`src/rtl/edk_mem_seq_pkg.sv`:
```
// edk_mem_seq_pkg
// Shared widths and the one-hot state encoding for the SRAM access sequencer.
//   DWIDTH  : host/SRAM data width
//   AWIDTH  : address width (matches the address controller output)
//   BSWIDTH : width of the one-hot sequencer state vector
//   CWIDTH  : width of the wait-state down-counter
package edk_mem_seq_pkg;

    localparam int DWIDTH  = 8;
    localparam int AWIDTH  = 17;
    localparam int BSWIDTH = 5;
    localparam int CWIDTH  = 4;

    typedef enum logic [BSWIDTH-1:0] {
        ST_IDLE   = 5'b00001,
        ST_SETUP  = 5'b00010,
        ST_ACCESS = 5'b00100,
        ST_HOLD   = 5'b01000,
        ST_INC    = 5'b10000
    } seq_state_t;

endpackage

```
`src/rtl/edk_mem_seq_if.sv`:
```
// edk_mem_seq_if
// Groups the host request side and the SRAM side of the sequencer.
//   slave  : the sequencer (takes requests and mem_din, drives status and SRAM pins)
//   master : the host/SRAM environment (drives requests and mem_din)
interface edk_mem_seq_if;
    import edk_mem_seq_pkg::*;

    // host side
    logic [AWIDTH-1:0] addr_in;
    logic              rd_req;
    logic              wr_req;
    logic [DWIDTH-1:0] wr_data;
    logic              auto_inc;
    logic              ovr_clr;
    logic              busy;
    logic [DWIDTH-1:0] rd_data;
    logic              rd_valid;
    logic              overrun;
    logic              inc_strb_n;
    logic              inc_en;
    // SRAM side
    logic [AWIDTH-1:0] mem_addr;
    logic              mem_ce_n;
    logic              mem_oe_n;
    logic              mem_we_n;
    logic [DWIDTH-1:0] mem_dout;
    logic              mem_doe;
    logic [DWIDTH-1:0] mem_din;

    modport slave (
        input  addr_in, rd_req, wr_req, wr_data, auto_inc, ovr_clr, mem_din,
        output busy, rd_data, rd_valid, overrun, inc_strb_n, inc_en,
               mem_addr, mem_ce_n, mem_oe_n, mem_we_n, mem_dout, mem_doe
    );

    modport master (
        output addr_in, rd_req, wr_req, wr_data, auto_inc, ovr_clr, mem_din,
        input  busy, rd_data, rd_valid, overrun, inc_strb_n, inc_en,
               mem_addr, mem_ce_n, mem_oe_n, mem_we_n, mem_dout, mem_doe
    );

endinterface

```
`src/rtl/edk_wait_cnt.sv`:
```
// edk_wait_cnt
// Loadable 4-bit down-counter with zero flag; times the ACCESS phase.
//   clk, ACTL_RstN : clock, asynchronous active-low reset
//   load, load_val : load the count (has priority over dec)
//   dec            : decrement, saturating at zero
//   zero           : count is zero
module edk_wait_cnt
    import edk_mem_seq_pkg::*;
(
    input  logic              clk,
    input  logic              ACTL_RstN,
    input  logic              load,
    input  logic [CWIDTH-1:0] load_val,
    input  logic              dec,
    output logic              zero
);

    logic [CWIDTH-1:0] cnt_reg;

    always_ff @(posedge clk or negedge ACTL_RstN) begin
        if (!ACTL_RstN) begin
            cnt_reg <= '0;
        end else if (load) begin
            cnt_reg <= load_val;
        end else if (dec && (cnt_reg != '0)) begin
            cnt_reg <= cnt_reg - 1'b1;
        end
    end

    assign zero = (cnt_reg == '0);

endmodule

```
`src/rtl/edk_mem_seq.sv`:
```
// edk_mem_seq
// Runs complete SRAM read/write cycles with programmable wait states for
// single-cycle host requests, captures read data, and optionally emits the
// address-controller increment strobe pair after each access.
//   clk, ACTL_RstN : clock, asynchronous active-low reset
//   bus (slave)    : host requests/status and SRAM pins, see edk_mem_seq_if
//   WAIT_CYCLES    : ACCESS phase length in clocks (1..15)
//
// SRAM and strobe pins are registered decodes of the current state, so each
// pin phase trails its state by one clock. busy therefore stays high for one
// extra clock after the FSM returns to IDLE, covering the trailing HOLD (or
// INC) pin phase; a request is accepted only when idle and not busy.
module edk_mem_seq
    import edk_mem_seq_pkg::*;
#(
    parameter int WAIT_CYCLES = 2
) (
    input  logic clk,
    input  logic ACTL_RstN,
    edk_mem_seq_if.slave bus
);

    seq_state_t state_reg, state_next;

    logic              busy_reg, rd_valid_reg, overrun_reg;
    logic [DWIDTH-1:0] rd_data_reg, mem_dout_reg;
    logic [AWIDTH-1:0] mem_addr_reg;
    logic              op_wr_reg, inc_reg;
    logic              ce_n_reg, oe_n_reg, we_n_reg, doe_reg;
    logic              inc_strb_n_reg, inc_en_reg;

    logic ce_n_next, oe_n_next, we_n_next, doe_next;
    logic inc_strb_n_next, inc_en_next;
    logic any_req, accept, ovr_set;
    logic cnt_load, cnt_dec, cnt_zero;

    edk_wait_cnt u_wait_cnt (
        .clk       (clk),
        .ACTL_RstN (ACTL_RstN),
        .load      (cnt_load),
        .load_val  (4'(WAIT_CYCLES - 1)),
        .dec       (cnt_dec),
        .zero      (cnt_zero)
    );

    always_comb begin
        state_next      = state_reg;
        cnt_load        = 1'b0;
        cnt_dec         = 1'b0;
        any_req         = bus.rd_req | bus.wr_req;
        accept          = (state_reg == ST_IDLE) && !busy_reg && any_req;
        // a request while busy, or the read half of a simultaneous pair
        ovr_set         = (any_req && !accept) || (accept && bus.rd_req && bus.wr_req);

        unique case (state_reg)
            ST_IDLE:   if (accept) state_next = ST_SETUP;
            ST_SETUP: begin
                cnt_load   = 1'b1;
                state_next = ST_ACCESS;
            end
            ST_ACCESS: begin
                if (cnt_zero) state_next = ST_HOLD;
                else          cnt_dec    = 1'b1;
            end
            ST_HOLD:   state_next = inc_reg ? ST_INC : ST_IDLE;
            ST_INC:    state_next = ST_IDLE;
            default:   state_next = ST_IDLE;
        endcase

        ce_n_next       = !((state_reg == ST_SETUP) || (state_reg == ST_ACCESS) ||
                            (state_reg == ST_HOLD));
        oe_n_next       = !(!op_wr_reg && ((state_reg == ST_SETUP) || (state_reg == ST_ACCESS)));
        we_n_next       = !(op_wr_reg && (state_reg == ST_ACCESS));
        doe_next        = op_wr_reg && !ce_n_next;
        inc_strb_n_next = !(state_reg == ST_INC);
        // qualifier covers the low strobe and the clock of its rising edge
        inc_en_next     = (state_reg == ST_INC) || !inc_strb_n_reg;
    end

    always_ff @(posedge clk or negedge ACTL_RstN) begin
        if (!ACTL_RstN) begin
            state_reg      <= ST_IDLE;
            busy_reg       <= 1'b0;
            rd_valid_reg   <= 1'b0;
            overrun_reg    <= 1'b0;
            rd_data_reg    <= '0;
            mem_addr_reg   <= '0;
            mem_dout_reg   <= '0;
            op_wr_reg      <= 1'b0;
            inc_reg        <= 1'b0;
            ce_n_reg       <= 1'b1;
            oe_n_reg       <= 1'b1;
            we_n_reg       <= 1'b1;
            doe_reg        <= 1'b0;
            inc_strb_n_reg <= 1'b1;
            inc_en_reg     <= 1'b0;
        end else begin
            state_reg      <= state_next;
            ce_n_reg       <= ce_n_next;
            oe_n_reg       <= oe_n_next;
            we_n_reg       <= we_n_next;
            doe_reg        <= doe_next;
            inc_strb_n_reg <= inc_strb_n_next;
            inc_en_reg     <= inc_en_next;

            if (accept) begin
                mem_addr_reg <= bus.addr_in;
                op_wr_reg    <= bus.wr_req;
                inc_reg      <= bus.auto_inc;
                busy_reg     <= 1'b1;
                rd_valid_reg <= 1'b0;
                if (bus.wr_req) mem_dout_reg <= bus.wr_data;
            end else if (state_reg == ST_IDLE) begin
                busy_reg <= 1'b0;
            end

            // oe_n is still low at this edge: the last edge of the read strobe
            if ((state_reg == ST_HOLD) && !op_wr_reg) begin
                rd_data_reg  <= bus.mem_din;
                rd_valid_reg <= 1'b1;
            end

            if (bus.ovr_clr)  overrun_reg <= 1'b0;
            else if (ovr_set) overrun_reg <= 1'b1;
        end
    end

    assign bus.busy       = busy_reg;
    assign bus.rd_data    = rd_data_reg;
    assign bus.rd_valid   = rd_valid_reg;
    assign bus.overrun    = overrun_reg;
    assign bus.inc_strb_n = inc_strb_n_reg;
    assign bus.inc_en     = inc_en_reg;
    assign bus.mem_addr   = mem_addr_reg;
    assign bus.mem_ce_n   = ce_n_reg;
    assign bus.mem_oe_n   = oe_n_reg;
    assign bus.mem_we_n   = we_n_reg;
    assign bus.mem_dout   = mem_dout_reg;
    assign bus.mem_doe    = doe_reg;

endmodule

```
`src/flat_wrapper.sv`:
```
// flat-port wrapper written by rule: the top's interface ports become plain ports
module edk_mem_seq_flat import edk_mem_seq_pkg::*;
#(
    parameter int WAIT_CYCLES = 2
)
  (clk, ACTL_RstN, bus_addr_in, bus_rd_req, bus_wr_req, bus_wr_data, bus_auto_inc, bus_ovr_clr, bus_mem_din, bus_busy, bus_rd_data, bus_rd_valid, bus_overrun, bus_inc_strb_n, bus_inc_en, bus_mem_addr, bus_mem_ce_n, bus_mem_oe_n, bus_mem_we_n, bus_mem_dout, bus_mem_doe);
  edk_mem_seq_if bus_i ();
  input  logic clk;
  input  logic ACTL_RstN;
  input wire logic [$bits(bus_i.addr_in)-1:0] bus_addr_in;
  input wire logic [$bits(bus_i.rd_req)-1:0] bus_rd_req;
  input wire logic [$bits(bus_i.wr_req)-1:0] bus_wr_req;
  input wire logic [$bits(bus_i.wr_data)-1:0] bus_wr_data;
  input wire logic [$bits(bus_i.auto_inc)-1:0] bus_auto_inc;
  input wire logic [$bits(bus_i.ovr_clr)-1:0] bus_ovr_clr;
  input wire logic [$bits(bus_i.mem_din)-1:0] bus_mem_din;
  output wire logic [$bits(bus_i.busy)-1:0] bus_busy;
  output wire logic [$bits(bus_i.rd_data)-1:0] bus_rd_data;
  output wire logic [$bits(bus_i.rd_valid)-1:0] bus_rd_valid;
  output wire logic [$bits(bus_i.overrun)-1:0] bus_overrun;
  output wire logic [$bits(bus_i.inc_strb_n)-1:0] bus_inc_strb_n;
  output wire logic [$bits(bus_i.inc_en)-1:0] bus_inc_en;
  output wire logic [$bits(bus_i.mem_addr)-1:0] bus_mem_addr;
  output wire logic [$bits(bus_i.mem_ce_n)-1:0] bus_mem_ce_n;
  output wire logic [$bits(bus_i.mem_oe_n)-1:0] bus_mem_oe_n;
  output wire logic [$bits(bus_i.mem_we_n)-1:0] bus_mem_we_n;
  output wire logic [$bits(bus_i.mem_dout)-1:0] bus_mem_dout;
  output wire logic [$bits(bus_i.mem_doe)-1:0] bus_mem_doe;
  assign bus_i.addr_in = bus_addr_in;
  assign bus_i.rd_req = bus_rd_req;
  assign bus_i.wr_req = bus_wr_req;
  assign bus_i.wr_data = bus_wr_data;
  assign bus_i.auto_inc = bus_auto_inc;
  assign bus_i.ovr_clr = bus_ovr_clr;
  assign bus_i.mem_din = bus_mem_din;
  assign bus_busy = bus_i.busy;
  assign bus_rd_data = bus_i.rd_data;
  assign bus_rd_valid = bus_i.rd_valid;
  assign bus_overrun = bus_i.overrun;
  assign bus_inc_strb_n = bus_i.inc_strb_n;
  assign bus_inc_en = bus_i.inc_en;
  assign bus_mem_addr = bus_i.mem_addr;
  assign bus_mem_ce_n = bus_i.mem_ce_n;
  assign bus_mem_oe_n = bus_i.mem_oe_n;
  assign bus_mem_we_n = bus_i.mem_we_n;
  assign bus_mem_dout = bus_i.mem_dout;
  assign bus_mem_doe = bus_i.mem_doe;
  edk_mem_seq #(.WAIT_CYCLES(WAIT_CYCLES)) u_core (.clk(clk), .ACTL_RstN(ACTL_RstN), .bus(bus_i));
endmodule
```
`config.mk`:
```
export PLATFORM = sky130hd
export DESIGN_NAME = edk_mem_seq_flat
export DESIGN_NICKNAME = d
export VERILOG_FILES = /design/src/rtl/edk_mem_seq_pkg.sv /design/src/rtl/edk_mem_seq_if.sv /design/src/rtl/edk_wait_cnt.sv /design/src/rtl/edk_mem_seq.sv /design/src/flat_wrapper.sv
export SDC_FILE = /design/constraint.sdc
export NUM_CORES = 1
export LEC_CHECK = 0
export BUFFER_PORTS_ARGS = -buffer_cell sky130_fd_sc_hd__buf_2
export CORE_MARGIN = 2
export CORE_UTILIZATION = 50
export CTS_BUF_LIST = sky130_fd_sc_hd__clkbuf_2 sky130_fd_sc_hd__clkbuf_4 sky130_fd_sc_hd__clkbuf_8
export DETAILED_ROUTE_END_ITERATION = 10
export PLACE_DENSITY = 0.81
export SLEW_MARGIN = 20
export SYNTH_ARGS = -nofsm -noshare
export SYNTH_HDL_FRONTEND = slang
export SYNTH_SLANG_ARGS = --single-unit
```
`constraint.sdc`:
```
create_clock -name clk -period 1.8 [get_ports clk]
set_input_delay 0.09 -clock clk [delete_from_list [all_inputs] [get_ports clk]]
set_output_delay 0.09 -clock clk [all_outputs]
set_load 0.005 [all_outputs]
```
== Yosys cells after proc, flatten, opt, wreduce, memory -nomap -nowiden ==
Cells that the tools add are included.
Cells by class
  add/sub/neg operators: 1
  equal/unequal tests: 7
  mux-type cells: 15
  bitwise gates (word level): 1
  reduce and logical (&&, ||, !) cells: 30
Operator list (count)
  $pmux 5 s4: 1
  $mux 5: 3
  $logic_and 1x1->1: 10
  $mux 1: 9
  $logic_not 1->1: 8
  $mux 4: 2
  $reduce_bool 2->1: 4
  $eq 5x1->1 const B: 1
  $eq 5x2->1 const B: 1
  $eq 5x3->1 const B: 1
  $eq 5x4->1 const B: 1
  $eq 5x5->1 const B: 1
  $logic_not 4->1: 1
  $logic_or 1x1->1: 4
  $ne 2x1->1 const B: 2
  $reduce_and 2->1: 2
  $reduce_bool 4->1: 1
  $sub 4x1->4 const B: 1
  $or 1x1->1: 1
Word-level totals
  register bits: 53
  bits of input ports: 39
  word-level logic and storage cells: 70

== Depth between registers and ports, before layout ==
Gate-level depths: netlist of the first run.
  depth after elaboration: 8
  gate-level depth with buffers: 5

== By module ==
Synthesis of the first run repeated with hierarchy kept, for this count alone.
Unflattened totals
  cell total of the unflattened synthesis: 162
  area total of the unflattened synthesis: 2282.2 sq um
Modules (own cells, without submodules)
  edk_mem_seq: times used 1, cells an instance 135, area an instance 2011.9 sq um, sequential area each 1232.4 sq um
  edk_wait_cnt: times used 1, cells an instance 27, area an instance 270.3 sq um, sequential area each 100.1 sq um

== Least setup slack after synthesis of the first run ==
No wires, ideal clock.
  kind: reg2reg
  start point: register u_core.u_wait_cnt.cnt_reg[0]
  end point: register u_core.u_wait_cnt.cnt_reg[0]
  library setup time: 125 ps
  data arrival time: 1535 ps
  slack: 140 ps
  cell stages (with the launch flop): 6
  buffers on the path: 0
  cell sequence: dfrtp_1 > inv_1 > ha_1 > or3b_2 > nand3_1 > mux2_2
Between the ends
  longest elaborated chain between the ends: 5
Ends and longest elaborated chain
  start, declared: RTL line edk_wait_cnt.sv:18  | logic [CWIDTH-1:0] cnt_reg;
  start signal, assigned: RTL line edk_wait_cnt.sv:24  | cnt_reg <= load_val;
  start signal, assigned: RTL line edk_wait_cnt.sv:26  | cnt_reg <= cnt_reg - 1'b1;
  branches (longest 5 deep; another with $sub 4x1->4)
Several ways; the timed one is not identified. The select of a mux whose other input is x is not followed.
A chain may end at the register's enable or synchronous reset.

== Worst setup path after layout of the first run ==
Ends and elaborated chain as after synthesis.

==> results.md, run 1 <==
- Status: complete, no violations
- Area contributors post-synth: dfrtp_1 55%, mux2_2 18%, dfstp_2 6.1%
- Max-slew headroom: 76.0%
- First DRT Iteration DRCs: 81
- Drt drc: 0
- Comb pwr share: 38.1%
- Top-Level Pins: 81
- CP max FO: 4
- Netlist cell types: 37
- Mapped Nets: 193
- FF-to-FF End: u_core.u_wait_cnt.cnt_reg[0]
- Layout cells sized above 1: 58.1%
- Worst-Skew Late Latency: 300 ps
- Largest net degree at the start of global routing: 45
- Yosys reg bits: 53
- Fin Clk Skew: 4.89 ps
- Post-synth top area share: 55.4%
- Router iterations before antenna repair: 4
- Most common cell in the synthesized netlist: dfrtp_1
- CP Data Required Time: 2000 ps
- Post-Place Cell Area: 0.00265 sq mm
- Final Setup Violations: 0
- Post-detail-place hpwl: 2980 microns
- Die Wd: 69.9 microns
- Avg Cell Area, Syn: 14.3 sq um
- Number of flops mapped to enable cells by yosys: 0
- Min cycle time layout: 1690 ps
- Cell taking the most area after synthesis: dfrtp_1
- Ys async rst share: 100%
- Register-to-Register Setup Slack: 110 ps
- Max H-tree Level: 2
- DP Worst Slack: 45.2 ps
- Leakage power: 1.38 nW
- Switch share: 31.8%
- Crit Path Category: reg2reg
- CP startpoint kind: flip-flop
- Final GP Congestion: 0.738
- Number of max-capacitance violations reported: 0
- Sequential area share after synthesis: 61.5%
- Hold WC Path Type: in2reg
- Int Pwr: 2.87 mW
- CTS root buffer: clkbuf_8
- Final period util: 93.9%
- Setup TNS: 0 ps
- Vias in the first global route: 1445
- Setup ws final: 110 ps
- Post-synthesis cell count: 152
- Power per standard cell area: 1500 mW/mm^2
- Port bufs: 80
- Mapped Area: 0.00217 sq mm
- CTS tree: built
- Filler instances: 299
- Number of antenna cells inserted: 0
- CP Capture Type: flip-flop
- Vias per Instance: 5.08
- Psw: 1.34 mW
- Area delta synth->final: 29.4%
- Critical Path Sink: u_core.u_wait_cnt.cnt_reg[0]
- # rows: 23
- DR vias: 1503
- Worst-margin pin slew: 357 ps
- Critical Path AT: 1890 ps
- Clock-pin slew on the worst setup and hold paths: 90 ps
- Min-delay src: bus_wr_data[5]
- Final Hold Vio Count: 0
- RSZ-0062 raised after global routing: no
- Antenna violations before repair: 0
- Most used DFF post-synth: dfrtp_1
- Flop pwr share: 46.2%
- GRT Total Usage: 17.0%
- Largest register FFs: 17
- Antenna viol nets, final: 0
- Crit. Startpoint: u_core.u_wait_cnt.cnt_reg[0]
- Max VDD drop: 1.05 mV
- Clk network pwr share: 15.7%
- Reg2reg path depth: 5
- Starting Density: 53.1%
- Synthesis Warnings: 0
- Clock Path Buffers: 2
- Buffer count from post-CTS setup fixing: 0
- List of most frequent post-synthesis cells: 48 x dfrtp_1, 35 x mux2_2, 9 x nor2_1
- Reg2reg start: u_core.u_wait_cnt.cnt_reg[0]
- WL per Instance: 13.6 microns
- Nets: 286
- Area of the die: 0.00488 sq mm
- Final instance area: 0.00281 sq mm
- Drt total wl: 4010 microns
- Hold path cells: 2
- Core Box Area: 0.00409 sq mm
- Grt ovf: 0
- Highest clock rate: 592 MHz
- Clk sink count: 53
- Cts bufs inserted: 5
- DIE HEIGHT: 69.9 microns
- Global-route wire length before repair: 6580 microns
- Final Max Tran Viols: 0
## cells in the final DEF (no fill, tap or decap), types with 5 or more instances in the layout
cell | Yosys | final
dfrtp_1 | 48 | 48
mux2_2 | 35 | 35
o21ai_0 | 8 | 8
clkbuf_8 | 0 | 5
inv_1 | 6 | 5
dfstp_2 | 5 | 5
buf_2 | 3 | 80
nor2_1 | 9 | 9
dlygate4sd3_1 | 0 | 6
## kinds of logic (layout without fill, tap and decap cells)
logic type	Yosys count	in the layout	share of synthesized area [%]
DFF	53	53	61.5
muxes	37	37	19.1
and+or+nand+nor	31	31	10.3
AOI/OAI and AO/OA	18	18	5.54
buffers and inverters	10	104	2.08
adders and majority gates	2	2	1.15
xor gates and xnor gates	1	1	0.404
## power by group through the flow
stage / logic (mW) / registers [mW] / clock network, mW
5_1_grt: 1.78 / 2.01 / 0.740
6_report: 1.61 / 1.95 / 0.659
2_1_floorplan: 0.977 / 1.97 / 0
3_5_place_dp: 1.62 / 1.97 / 0
3_3_place_gp: 1.57 / 1.95 / 0
4_1_cts: 1.62 / 1.95 / 0.685
## metal layers
metal | vias up | GRT usage, % | routed length [microns]
met5 | - | 0 | 0
met4 | 0 | 6.20 | 54
met3 | 6 | 6.49 | 288
met2 | 48 | 28.0 | 1970
met1 | 725 | 20.4 | 1700
li1 | 724 | - | -
## area by class of cell
class,count,area (sq um),area share (%)
tap,50,62.6,2.23
clock buffer,6,76.3,2.72
inverter,6,22.5,0.802
timing repair buffer,90,503,17.9
sequential,53,1330,47.5
multi-input combinational,89,796,28.4
clock inverter,2,13.8,0.490
## critical path, stage by stage (launching register included)
cell,delay (ps)
dfrtp_1,390
inv_2,80
ha_1,170
or3b_2,490
nand3_2,120
mux2_2,330
## per-stage QoR
stage | hold WS [ps] | utilization, % | std cells | power [mW]
after CTS | 3.67 | 67.3 | 291 | 4.26
after global placement | -26.6 | 64.9 | 282 | 3.52
after detailed placement | -25.2 | 64.9 | 282 | 3.59
after floorplan | -206 | - | 152 | 2.95
final | 9.41 | 68.7 | 296 | 4.21
after global routing | 0.337 | 68.7 | 296 | 4.53
## worst min path at each step
stage / to
3_5_place_dp: u_core.bus.mem_addr[13]
5_1_grt: u_core.bus.mem_addr[8]
2_1_floorplan: u_core.bus.busy
6_report: u_core.bus.mem_dout[5]
3_3_place_gp: u_core.bus.mem_addr[13]
4_1_cts: u_core.bus.mem_addr[3]
## what timing repair did
action	4_1_cts	5_1_grt
gates resized for setup	0	2
endpoints found under the hold margin	48	5
setup endpoints to repair	0	1
hold buffers	1	5
Note: power is estimated with default switching activity, not from simulation.
==> run 2, diff against run 1 <==
==> constraint.sdc (replaced) <==
create_clock -name clk -period 1.8 [get_ports clk]
set_input_delay 0.36 -clock clk [delete_from_list [all_inputs] [get_ports clk]]
set_output_delay 0.36 -clock clk [all_outputs]
set_load 0.005 [all_outputs]
==> results.md, run 2 (synthesis results as in run 1) <==
- Status: complete, no violations
- Fin Clk Skew: 5.45 ps (+0.559 ps)
- Number of max-capacitance violations reported: 0 (unchanged)
- Final GP Congestion: 0.769 (+4.2%)
- Area of the die: 0.00488 sq mm (unchanged)
- WL per Instance: 14.0 microns (+3.4%)
- Final period util: 95.1% (+1.2 points)
- Int Pwr: 2.91 mW (+1.3%)
- Final Hold Vio Count: 0 (unchanged)
- Cts hold-fix bufs: 0 (-1)
- Crit Path Category: reg2reg
- Crit-path slowest cell: or3b_2
- Multi-input gate area: 796 sq um (unchanged)
- Setup ws final: 88.1 ps (-21.5 ps)
- Vias in the first global route: 1538 (+6.4%)
- CP Data Required Time: 1980 ps (-20 ps)
- Nets: 280 (-2.1%)
- Post-detail-place hpwl: 3020 microns (+1.6%)
- Worst-path cell chain: inv_2, ha_1, or3b_2, nand3_2, mux2_2
- Core Box Area: 0.00409 sq mm (unchanged)
- Final instance area: 0.00276 sq mm (-1.6%)
- Top-Level Pins: 81 (unchanged)
- Setup TNS: 0 ps (unchanged)
- Clock Path Buffers: 2 (unchanged)
- Max VDD drop: 0.831 mV (-21%)
- Comb pwr share: 38.7% (+0.6 points)
- Grt ovf: 0 (unchanged)
- Layout cells sized above 1: 59.6% (+1.5 points)
- Flop pwr share: 45.9% (-0.3 points)
- Drt total wl: 4070 microns (+1.3%)
- Router iterations before antenna repair: 4 (unchanged)
- Largest delay contributor family on the critical path: simple AND/OR/NAND/NOR gates
- Vias per Instance: 5.19 (+2.1%)
- DP Worst Slack: 35.2 ps (-9.95 ps)
- Hold WC Path Type: in2async
- Worst-margin pin slew: 393 ps (+35.9 ps)
- Register area: 0.00133 sq mm (unchanged)
- CTS root buffer: clkbuf_8
- Antenna violations before repair: 0 (unchanged)
- CP max FO: 4 (unchanged)
- Max H-tree Level: 2 (unchanged)
- Clock-pin slew on the worst setup and hold paths: 90 ps (about the same)
- Commonest cells after routing, fill and taps aside: 80 x buf_2, 48 x dfrtp_1, 35 x mux2_2, 9 x nor2_1, 8 x o21ai_0
- CP Capture Type: flip-flop
- Max-slew headroom: 73.6% (-2.4 points)
- Critical Path AT: 1900 ps (about the same)
- Clk network pwr share: 15.4% (-0.3 points)
- Number of antenna cells inserted: 0 (unchanged)
- Placed insts: 282 (unchanged)
- RSZ-0062 raised after global routing: no
- CTS tree: built
- Port bufs: 80 (unchanged)
- Final Max Tran Viols: 0 (unchanged)
- Final Setup Violations: 0 (unchanged)
- Post-Place Cell Area: 0.00266 sq mm (+0.47%)
- Global-route wire length before repair: 7010 microns (+6.6%)
- Antenna viol nets, final: 0 (unchanged)
- Die Wd: 69.9 microns (unchanged)
- Highest clock rate: 584 MHz (-1.3%)
- GRT Total Usage: 17.8% (+0.77 points)
- Power per standard cell area: 1540 mW/mm^2 (+2.7%)
- Largest net degree at the start of global routing: 54 (+20%)
- Clk sink count: 53 (unchanged)
- Leakage power: 1.35 nW (-1.7%)
- Non-filler cells, final: 290 (-2.0%)
- Filler instances: 314 (+5.0%)
- Largest register FFs: 17 (unchanged)
- Buffers and inverters on the worst path: 1 (unchanged)
- Area delta synth->final: 27.3%
- Worst-Skew Late Latency: 290 ps (about the same)
- Psw: 1.35 mW (+0.45%)
- DIE HEIGHT: 69.9 microns (unchanged)
- First DRT Iteration DRCs: 47 (-42%)
- Most common cell after layout, fill and taps aside: buf_2
- Switch share: 31.6% (-0.17 points)
- Min cycle time layout: 1710 ps (+21.5 ps)
- Cts bufs inserted: 5 (unchanged)
- Slowest stage delay, CP: 490 ps (about the same)
- Drt drc: 0 (unchanged)
- Fin util: 67.5% (-1.1 points)
- DR vias: 1504 (+0.067%)
- CP startpoint kind: flip-flop
- Starting Density: 53.1% (unchanged)
- # rows: 23 (unchanged)
run 2: timing repair:
item,in CTS,in global routing
setup buffers,0,0
endpoints found under the setup margin,0,1
gates resized for setup,0,2
endpoints found under the hold margin,0,0
run 2: path summary, 6_finish.rpt:
check	startpoint	to	slack, ps	cells after the start
max	u_core.u_wait_cnt.cnt_reg[0]	u_core.u_wait_cnt.cnt_reg[0]	90	5
min in group clk	bus_wr_data[1]	u_core.bus.mem_dout[1]	290	2
min	ACTL_RstN	u_core.bus.mem_dout[2]	40	2
min reg2reg	u_core.op_wr_reg	u_core.bus.mem_we_n	400	1
max in group asynchronous	ACTL_RstN	u_core.bus.mem_ce_n	1490	2
max reg2reg	u_core.u_wait_cnt.cnt_reg[0]	u_core.u_wait_cnt.cnt_reg[0]	90	5
run 2: layer usage:
layer  part of all wire (%)  up-vias  global-route usage, %
met4                    1.1        0                   5.56
met5                      0        -                      0
met3                    5.4        5                   4.62
li1                       -      711                      -
met1                     45      738                   23.7
met2                     49       50                   28.8
run 2: stage by stage:
stage | power [mW] | hold slack, ps
after global routing | 4.58 | 58.4
after floorplan | 2.95 | 64.4
after CTS | 4.30 | 51.2
final | 4.26 | 42.4
after detailed placement | 3.63 | 369
after global placement | 3.55 | 375
run 2: layout make-up:
cell class                      count  area share, %
Sequential cell                    53           48.3
Clock inverter                      1          0.272
Clock buffer                        7           3.04
Timing Repair Buffer               84           16.5
Tap cell                           50           2.27
Inverter                            6          0.816
Multi-Input combinational cell     89           28.8
run 2: power by group through the flow:
stage	registers [mW]	clock network [mW]	logic, mW
global route	2.03	0.734	1.82
floorplan	1.97	0	0.977
finish	1.95	0.657	1.65
CTS	1.95	0.681	1.67
detailed placement	1.97	0	1.66
global placement	1.95	0	1.60
==> run 3, diff against run 2 <==
CORE_UTILIZATION = 51   (was 50)
PLACE_DENSITY = 0.82   (was 0.81)
SYNTH_HIERARCHICAL = 1   (was default)
==> results.md, run 3 <==
- Status: finished with violations
- Failing checks: negative setup slack
- Largest net degree at the start of global routing: 54 (unchanged)
- WL per Instance: 14.8 microns (+5.6%)
- Setup ws final: -118 ps (-206 ps)
- CP max FO: 8 (+4)
- Smallest hold slack: 39.9 ps (-2.45 ps)
- Final GP Congestion: 0.740 (-3.7%)
- Vias in the first global route: 1576 (+2.5%)
- CTS tree: built
- Global-route wire length before repair: 7260 microns (+3.5%)
- Design Power: 4.69 mW (+10%)
- CP Data Required Time: 1980 ps (about the same)
- Hold WC Path Type: in2async
- Yosys reg bits: 53 (unchanged)
- DIE HEIGHT: 70.9 microns (+1.5%)
- Number of antenna cells inserted: 0 (unchanged)
- Min cycle time layout: 1920 ps (+206 ps)
- Final period util: 107% (+11 points)
- Worst-Skew Late Latency: 300 ps (about the same)
- Area of the die: 0.00503 sq mm (+3.0%)
- Final Max Tran Viols: 0 (unchanged)
- # rows: 24 (+4.3%)
- Area delta synth->final: 35.5%
- Final Setup Violations: 26 (+26)
- Antenna violations before repair: 0 (unchanged)
- Register-to-Register Setup Slack: -120 ps (-210 ps)
- Power per standard cell area: 1520 mW/mm^2 (-1.6%)
- Vias per Instance: 5.01 (-3.4%)
- Most common cell after layout, fill and taps aside: buf_2
- GRT Total Usage: 18.4% (+0.59 points)
- Clk sink count: 53 (unchanged)
- Router iterations before antenna repair: 4 (unchanged)
- Ys async rst share: 100% (unchanged)
- CTS root buffer: clkbuf_8
- Crit Path Category: reg2reg
- Largest register FFs: 17 (unchanged)
- Netlist cell types: 42 (+14%)
- Most used DFF post-synth: dfrtp_1
- Layout cells sized above 1: 61.8% (+2.2 points)
- Reg2reg path depth: 5 (unchanged)
- Critical Path AT: 2100 ps (+200 ps)
- First DRT Iteration DRCs: 44 (-6.4%)
- Max VDD drop: 0.552 mV (-34%)
- Starting Density: 52.8% (-0.28 points)
- Number of max-capacitance violations reported: 0 (unchanged)
- Mapped Area: 0.00228 sq mm (+5.3%)
- RSZ-0062 raised after global routing: yes
- Worst-path cell chain: or4b_4, nor4_4, buf_4, buf_8, mux2_4
- Clock Path Buffers: 2 (unchanged)
- Port bufs: 80 (unchanged)
- Post-detail-place hpwl: 3340 microns (+10%)
- List of most frequent post-synthesis cells: 48 x dfrtp_1, 15 x mux2_4, 13 x mux2_2
- Final Hold Vio Count: 0 (unchanged)
- Fin Clk Skew: 8.18 ps (+2.73 ps)
- Grt ovf: 0 (unchanged)
- Filler instances: 294 (-6.4%)
- Synthesis Warnings: 6 (+6)
- Crit-path slowest cell: dfstp_2
- Max H-tree Level: 2 (unchanged)
- Non-filler cells, final: 324 (+12%)
- Core Box Area: 0.00432 sq mm (+5.8%)
- Most common cell in the synthesized netlist: dfrtp_1
- Number of flops mapped to enable cells by yosys: 0 (unchanged)
- Slowest stage delay, CP: 550 ps (+60 ps)
- Avg Cell Area, Syn: 14.1 sq um (-1.2%)
- Post-synthesis cell count: 162 (+6.6%)
- Drt drc: 0 (unchanged)
- CP Capture Type: flip-flop
- Clock-pin slew on the worst setup and hold paths: 90 ps (about the same)
- Cts bufs inserted: 5 (unchanged)
- Post-synth top area share: 52.6% (-2.8 points)
- CP startpoint kind: flip-flop
- Placed insts: 307 (+8.9%)
- Commonest cells after routing, fill and taps aside: 80 x buf_2, 47 x dfrtp_1, 23 x mux2_4, 19 x buf_4, 11 x mux2_2
- Drt total wl: 4800 microns (+18%)
- Buffers and inverters on the worst path: 2 (+1)
- FF-to-FF End: u_core/bus.mem_addr[12]
- Die Wd: 70.9 microns (+1.5%)
- Nets: 311 (+11%)
- DR vias: 1623 (+7.9%)
- Antenna viol nets, final: 0 (unchanged)
- Top-Level Pins: 81 (unchanged)
- Highest clock rate: 521 MHz (-11%)
- Leakage power: 1.54 nW (+14%)
- Cell taking the most area after synthesis: dfrtp_1
- Reg2reg start: u_core/state_reg[0]
- Sequential area share after synthesis: 58.4% (-3.1 points)
- Largest delay contributor family on the critical path: simple AND/OR/NAND/NOR gates
- Area contributors post-synth: dfrtp_1 53%, mux2_4 9.9%, mux2_2 6.4%
## run 3: changes by cell type in the layout (fill, tap and decap cells not counted), moves of 2 or more
cell,delta
mux2i_1,-2
buf_6,+4
conb_1,+4
nor3b_1,+2
nand2_1,+3
or4b_4,+3
nor3_1,+3
nand4_1,-3
nand3b_1,+3
buf_4,+17
mux2_4,+23
mux2_2,-24
o21ai_0,-3
## run 3: what timing repair did
item	in CTS	in global routing
hold buffers	0	0
setup endpoints to repair	28	37
gates resized for setup	8	14
setup buffers	2	6
cloned	0	2
pin swaps	0	4
## run 3: area by class of cell
type	instances	area, sq um	area share (%)
Sequential cell	53	1330	43.1
Inverter	6	22.5	0.728
Tap cell	52	65.1	2.10
Multi-Input combinational cell	100	956	30.9
Clock buffer	6	76.3	2.47
Timing Repair Buffer	105	623	20.2
Clock inverter	2	15.0	0.486
## run 3: how the worst max path moves through the flow
| stage | from | to | slack (ps) | cells past startpoint |
|---|---|---|---|---|
| 3_3_place_gp | u_core/state_reg[0] | u_core/bus.mem_addr[8] | -70 | 4 |
| 5_1_grt | u_core/state_reg[0] | u_core/bus.mem_addr[12] | -180 | 5 |
| 2_1_floorplan | u_core/state_reg[0] | u_core/bus.mem_addr[10] | -110 | 4 |
| 4_1_cts | u_core/state_reg[0] | u_core/bus.mem_addr[6] | -130 | 4 |
| 3_5_place_dp | u_core/state_reg[0] | u_core/bus.mem_addr[8] | -130 | 4 |
| 6_report | u_core/state_reg[0] | u_core/bus.mem_addr[12] | -120 | 5 |
## run 3: through the flow
step	instance area [sq um]	worst slack, ps	TNS (ps)	utilization (%)
finish	3090	-118	-1920	71.5
global route	3090	-176	-4060	71.5
CTS	3000	-126	-2340	69.3
detailed placement	2860	-129	-2400	66.2
global placement	2860	-69.6	-1270	66.2
floorplan	2320	-108	-1730	-
## run 3: report_power, final
part / internal (mW) / leakage [nW] / switching, mW
Sequential: 1.64 / 0.631 / 0.255
Clock: 0.289 / 0.0408 / 0.366
Combinational: 1.31 / 0.869 / 0.835
Total: 3.23 / 1.54 / 1.46
## run 3: kinds of logic (layout without fill, tap and decap cells)
group / count (synthesis) / count (layout) / synth area share (%)
multiplexers: 34 / 34 / 19.2
XOR/XNOR: 1 / 1 / 0.384
AO/OA/AOI/OAI: 15 / 15 / 4.44
adder cells (fa/ha/maj): 1 / 1 / 0.548
flip-flops: 53 / 53 / 58.4
other: 2 / 4 / 0.329
AND/OR/NAND/NOR: 44 / 45 / 13.0
buffers and inverters: 12 / 119 / 3.62
## run 3: per-layer routing
metal  part of all wire, %  GRT usage (%)  vias up
met5                     0              0        -
met1                    40           23.0      778
met2                    52           30.8       51
li1                      -              -      784
met3                   6.0           5.41       10
met4                   1.8           5.87        0
